### src/rtl/nonce_collector.sv
// rtl/nonce_collector.sv - serial nonce readout, host handshake and hit accounting
//
// Purpose: when the buffer reports a hit, request a serial readout, shift
// 32 bits in LSB-first, then hold the nonce until the host accepts it.
// A single hit arriving while the nonce waits for the host is remembered
// as pending. Any further hit is counted as dropped. A hit that arrives
// during readout is flagged as an error and counted as dropped.
//
// Ports:
//   clk, rst          clock, synchronous active-high reset
//   valid_i           buffer stage valid
//   success_i         buffer stage success, qualified by valid_i
//   nonce_bit_i       serial nonce bit, LSB first, starting in the request cycle
//   buffer_error_i    sticky error from the buffer
//   readready_o       one-cycle readout request
//   nonce_o           assembled nonce
//   nonce_valid_o     nonce_o is complete and awaits nonce_ack_i
//   nonce_ack_i       host accepts nonce_o
//   found_count_o     saturating count of accepted nonces
//   dropped_count_o   saturating count of discarded successes
//   error_o           sticky overlap / buffer error
module nonce_collector #(
  parameter int COUNT_W = 16
) (
  input  logic               clk,
  input  logic               rst,
  input  logic               valid_i,
  input  logic               success_i,
  input  logic               nonce_bit_i,
  input  logic               buffer_error_i,
  output logic               readready_o,
  output logic [31:0]        nonce_o,
  output logic               nonce_valid_o,
  input  logic               nonce_ack_i,
  output logic [COUNT_W-1:0] found_count_o,
  output logic [COUNT_W-1:0] dropped_count_o,
  output logic               error_o
);

  typedef enum logic [1:0] {IDLE, REQ, SHIFT, HOLD} state_t;

  localparam logic [COUNT_W-1:0] CNT_MAX = '1;

  state_t             r_state;
  state_t             w_next;
  logic               r_pending;
  logic [4:0]         r_bit_idx;
  logic [31:0]        r_nonce;
  logic [COUNT_W-1:0] r_found;
  logic [COUNT_W-1:0] r_dropped;
  logic               r_error;

  logic w_hit;
  logic w_handshake;
  logic w_overlap;
  logic w_drop;

  assign w_hit       = valid_i & success_i;
  assign w_handshake = (r_state == HOLD) & nonce_ack_i;
  // The buffer is being overwritten while we are still reading it out.
  assign w_overlap   = w_hit & ((r_state == REQ) | (r_state == SHIFT));
  assign w_drop      = w_overlap | (w_hit & (r_state == HOLD) & r_pending);

  always_ff @(posedge clk) begin
    if (rst) begin
      r_state <= IDLE;
    end else begin
      r_state <= w_next;
    end
  end

  always_comb begin
    w_next        = r_state;
    readready_o   = 1'b0;
    nonce_valid_o = 1'b0;
    case (r_state)
      IDLE: begin
        if (w_hit) begin
          w_next = REQ;
        end
      end
      REQ: begin
        readready_o = 1'b1;
        w_next      = SHIFT;
      end
      SHIFT: begin
        if (r_bit_idx == 5'd31) begin
          w_next = HOLD;
        end
      end
      HOLD: begin
        nonce_valid_o = 1'b1;
        // A hit coinciding with the handshake counts as a hit in HOLD;
        // either way another readout follows immediately.
        if (w_handshake) begin
          w_next = (r_pending | w_hit) ? REQ : IDLE;
        end
      end
      default: w_next = IDLE;
    endcase
  end

  always_ff @(posedge clk) begin
    if (rst) begin
      r_pending <= 1'b0;
      r_bit_idx <= 5'd0;
      r_nonce   <= 32'h0;
      r_found   <= '0;
      r_dropped <= '0;
      r_error   <= 1'b0;
    end else begin
      if (r_state == REQ) begin
        r_nonce[0] <= nonce_bit_i;
        r_bit_idx  <= 5'd1;
      end else if (r_state == SHIFT) begin
        r_nonce[r_bit_idx] <= nonce_bit_i;
        r_bit_idx          <= r_bit_idx + 5'd1;
      end

      if (r_state == HOLD) begin
        if (w_handshake) begin
          r_pending <= 1'b0;
        end else if (w_hit && !r_pending) begin
          r_pending <= 1'b1;
        end
      end

      if (w_handshake && r_found != CNT_MAX) begin
        r_found <= r_found + 1'b1;
      end
      if (w_drop && r_dropped != CNT_MAX) begin
        r_dropped <= r_dropped + 1'b1;
      end

      r_error <= r_error | buffer_error_i | w_overlap;
    end
  end

  assign nonce_o         = r_nonce;
  assign found_count_o   = r_found;
  assign dropped_count_o = r_dropped;
  assign error_o         = r_error;

endmodule

### config.mk
export PLATFORM = sky130hd
export DESIGN_NAME = nonce_collector
export DESIGN_NICKNAME = d
export VERILOG_FILES = /design/src/rtl/nonce_collector.sv
export SDC_FILE = /design/constraint.sdc
export NUM_CORES = 1
export LEC_CHECK = 0
export CAP_MARGIN = 20
export CORE_MARGIN = 5
export CORE_UTILIZATION = 25
export DETAILED_ROUTE_END_ITERATION = 12
export PLACE_DENSITY = 0.49
export SLEW_MARGIN = 25
export SYNTH_ARGS = -nofsm -noshare
export SYNTH_HDL_FRONTEND = slang
export SYNTH_SLANG_ARGS = --single-unit
### constraint.sdc
create_clock -name clk -period 3.7 [get_ports clk]
set_input_delay 0.37 -clock clk [delete_from_list [all_inputs] [get_ports clk]]
set_output_delay 0.37 -clock clk [all_outputs]
set_load 0.02 [all_outputs]
==> qor.yml <==
ir_drop_mv: 0.2041
hold_violations: 0
synth-adder-area-share_pct: 4.464
synthArstFlopShare_pct: 0
drv_slew: 0
skew_ps: 6.888
syn_area_per_cell_sq_um: 8.188
drc: 0
grt.total_usage_pct: 11.78
fillCellCount: 1522
worstPathArrival_ps: 2580
endpoint_kind: "flop"
postSynthCellCount: 445
grt_max_degree: 85
ys_seq_area_share_pct: 40.11
yosys_warnings: 0
slowest_stage: "nor4_1"
final_cell_mix: "73 x dfxtp_1, 71 x clkdlybuf4s50_1, 54 x a21oi_1"
drt-pass1-iter-count: 4
cts_resized: 0
rsz0062_at_grt: "false"
static-leakage-power_uw: 0.001571
start_util_pct: 25.26
yosys.area_share.simple_pct: 28.61
reg2reg_to: "dropped_count_o[14]"
first_global_vias: 3200
fp-row-count: 44
fin_crit_ps: 2352
fmax_ghz: 0.4253
path_class: "flop to flop"
routed_wl_mm: 9.991
ant_nets: 0
dieArea_sq_um: 17090
grt_pass1_wl_mm: 15.89
post-route-period-util_pct: 63.56
ys_ff_latch: 73
synth_cell_types: 48
synth_area_sq_um: 3643
regToRegSetupSlack_ps: 1350
hp-class: "flop to flop"
worstHoldEndpoint: "nonce_o[13]"
clk_pin_slew_worst_paths_ps: 60
cts_made_buffers: 9
gr-total-overflow: 0
cp.required_ps: 3930
vias_per_cell: 5.016
crit_chain: "inv_1 > ha_1 > a21o_2 > nand2_1 > nor4_1 > mux2_2"
slew_headroom_pct: 38.73
status: "finished, final reports clean"
clk_latency_ps: 340
drive_gt1_share_pct: 9.216
synth_xor_area_share_pct: 0.4808
cts_tree: "done"
synth-edff-count: 0
die_w_um: 130.7
critPathLaunchType: "flop"
slowest_delay_ps: 440
h-tree-depth: 3
rr_startpoint: "r_state[1]"
clk_path_buf_depth: 2
post-cts-setup-buffer-count: 0
worstHoldStart: "nonce_o[13]"
routed-via-count: 3481
synth_compound_area_share_pct: 17.89
antenna_found_initial: 0
io_pins: 74
p_per_area_nw_per_um2: 435.6
worstMarginPinSlew_ps: 919.0
ys.flop_type: "dfxtp_1"
synthesis.nets: 465
io_buffers: 73
final_common_cell: "dfxtp_1"
coreArea_sq_um: 14420
post_dp_cell_area_sq_um: 4498
gp_congestion: 0.7075
area_growth_pct: 32.25
dp_hpwl_mm: 6.659
cts_hold_buf: 0
synth_mux_area_share_pct: 4.464
synth_top_family_by_area: "simple AND/OR/NAND/NOR gates"
drv_cap: 0
setup_tns_ps: 0
die_h_um: 130.7
wl_per_cell_um: 14.40
crit_fanout: 20
utilization_pct: 33.41
setup_violations: 0
whs_path_depth: 2
worstRegToRegCells: 6
fin_area_sq_um: 4818
clock-sinks: 73
initialDrtViolationCount: 214
root_buffer: "clkbuf_16"
antennaDiodeCount: 0
final_nets: 525
-- sequential cells by signal (all words and copies together), names as in the netlist --
| register | cells |
|---|---|
| nonce_o | 32 |
| dropped_count_o | 16 |
| found_count_o | 16 |
| r_bit_idx | 5 |
| r_state | 2 |
| error_o | 1 |
| r_pending | 1 |
-- cell usage after synthesis, types with 6 or more instances --
cell type,count,share of area [%]
a21oi_1,54,7.4
clkbuf_1,22,2.3
dfxtp_1,73,40
ha_1,13,4.5
inv_1,11,1.1
mux2_2,10,3.1
nand2_1,48,4.9
nand3_1,9,1.2
nand4_1,8,1.4
nor2_1,50,5.2
nor2b_1,10,1.7
nor3_1,11,1.5
nor4_1,6,1.0
o21ai_0,40,5.5
o31ai_1,11,2.3
or4_1,12,2.5
-- metal layers --
layer / vias to the layer above / share of wire, % / global-route usage, %
met4: 0 / 1.5 / 4.235
met1: 1655 / 47 / 15.11
met3: 15 / 6.6 / 4.268
met5: - / 0 / 0
li1: 1712 / - / -
met2: 99 / 45 / 18.25
-- logic make-up after synthesis --
kind of cell,after synthesis
flip-flops,73
AND/OR/NAND/NOR,190
adder cells (fa/ha/maj),13
multiplexers,15
XOR/XNOR,2
AO/OA/AOI/OAI,116
buffers and inverters,36
-- power by group --
part | leakage, uW | internal, uW | switching, uW
registers | 0.000589 | 811 | 29.8
clock network | 0.000155 | 590 | 356
logic | 0.000826 | 117 | 194
total | 0.00157 | 1520 | 580
-- worst max path at each step --
stage | start | end | slack, ps | cells after the start
finish | r_state[1] | dropped_count_o[14] | 1350 | 6
global route | r_state[1] | dropped_count_o[14] | 1180 | 6
CTS | r_state[1] | dropped_count_o[14] | 1360 | 6
detailed placement | valid_i | dropped_count_o[14] | 1250 | 5
global placement | valid_i | dropped_count_o[14] | 1320 | 5
floorplan | r_state[1] | found_count_o[9] | 1700 | 5
-- cell type report --
class | instances | area (sq um) | share of cell area (%)
flip-flops and latches | 73 | 1461 | 30.33
well taps | 184 | 230.2 | 4.778
inverters | 11 | 41.29 | 0.8569
clock inverters | 7 | 95.09 | 1.974
clock buffers | 9 | 225.2 | 4.674
multi-input cells | 336 | 2037 | 42.27
repair buffers | 74 | 728.2 | 15.11
-- worst max-delay path: cells and delay by family, from the launching register on --
| kind | cells | cell delay [ps] |
|---|---|---|
| simple gates | 2 | 780 |
| flops | 1 | 410 |
| mux | 1 | 370 |
| fa+ha+maj | 1 | 410 |
| compound gates | 1 | 160 |
| buf+inv | 1 | 110 |
-- through the flow --
step                setup WS, ps  power [uW]  hold slack [ps]  std cells
CTS                         1355        2133            478.2        694
global route                1176        2198            497.4        694
floorplan                   1695        1073            490.6        445
global placement            1319        1163            458.3        678
finish                      1348        2099            475.3        694
detailed placement          1254        1173            467.1        678
No activity file was read; power rests on OpenSTA's default activity.
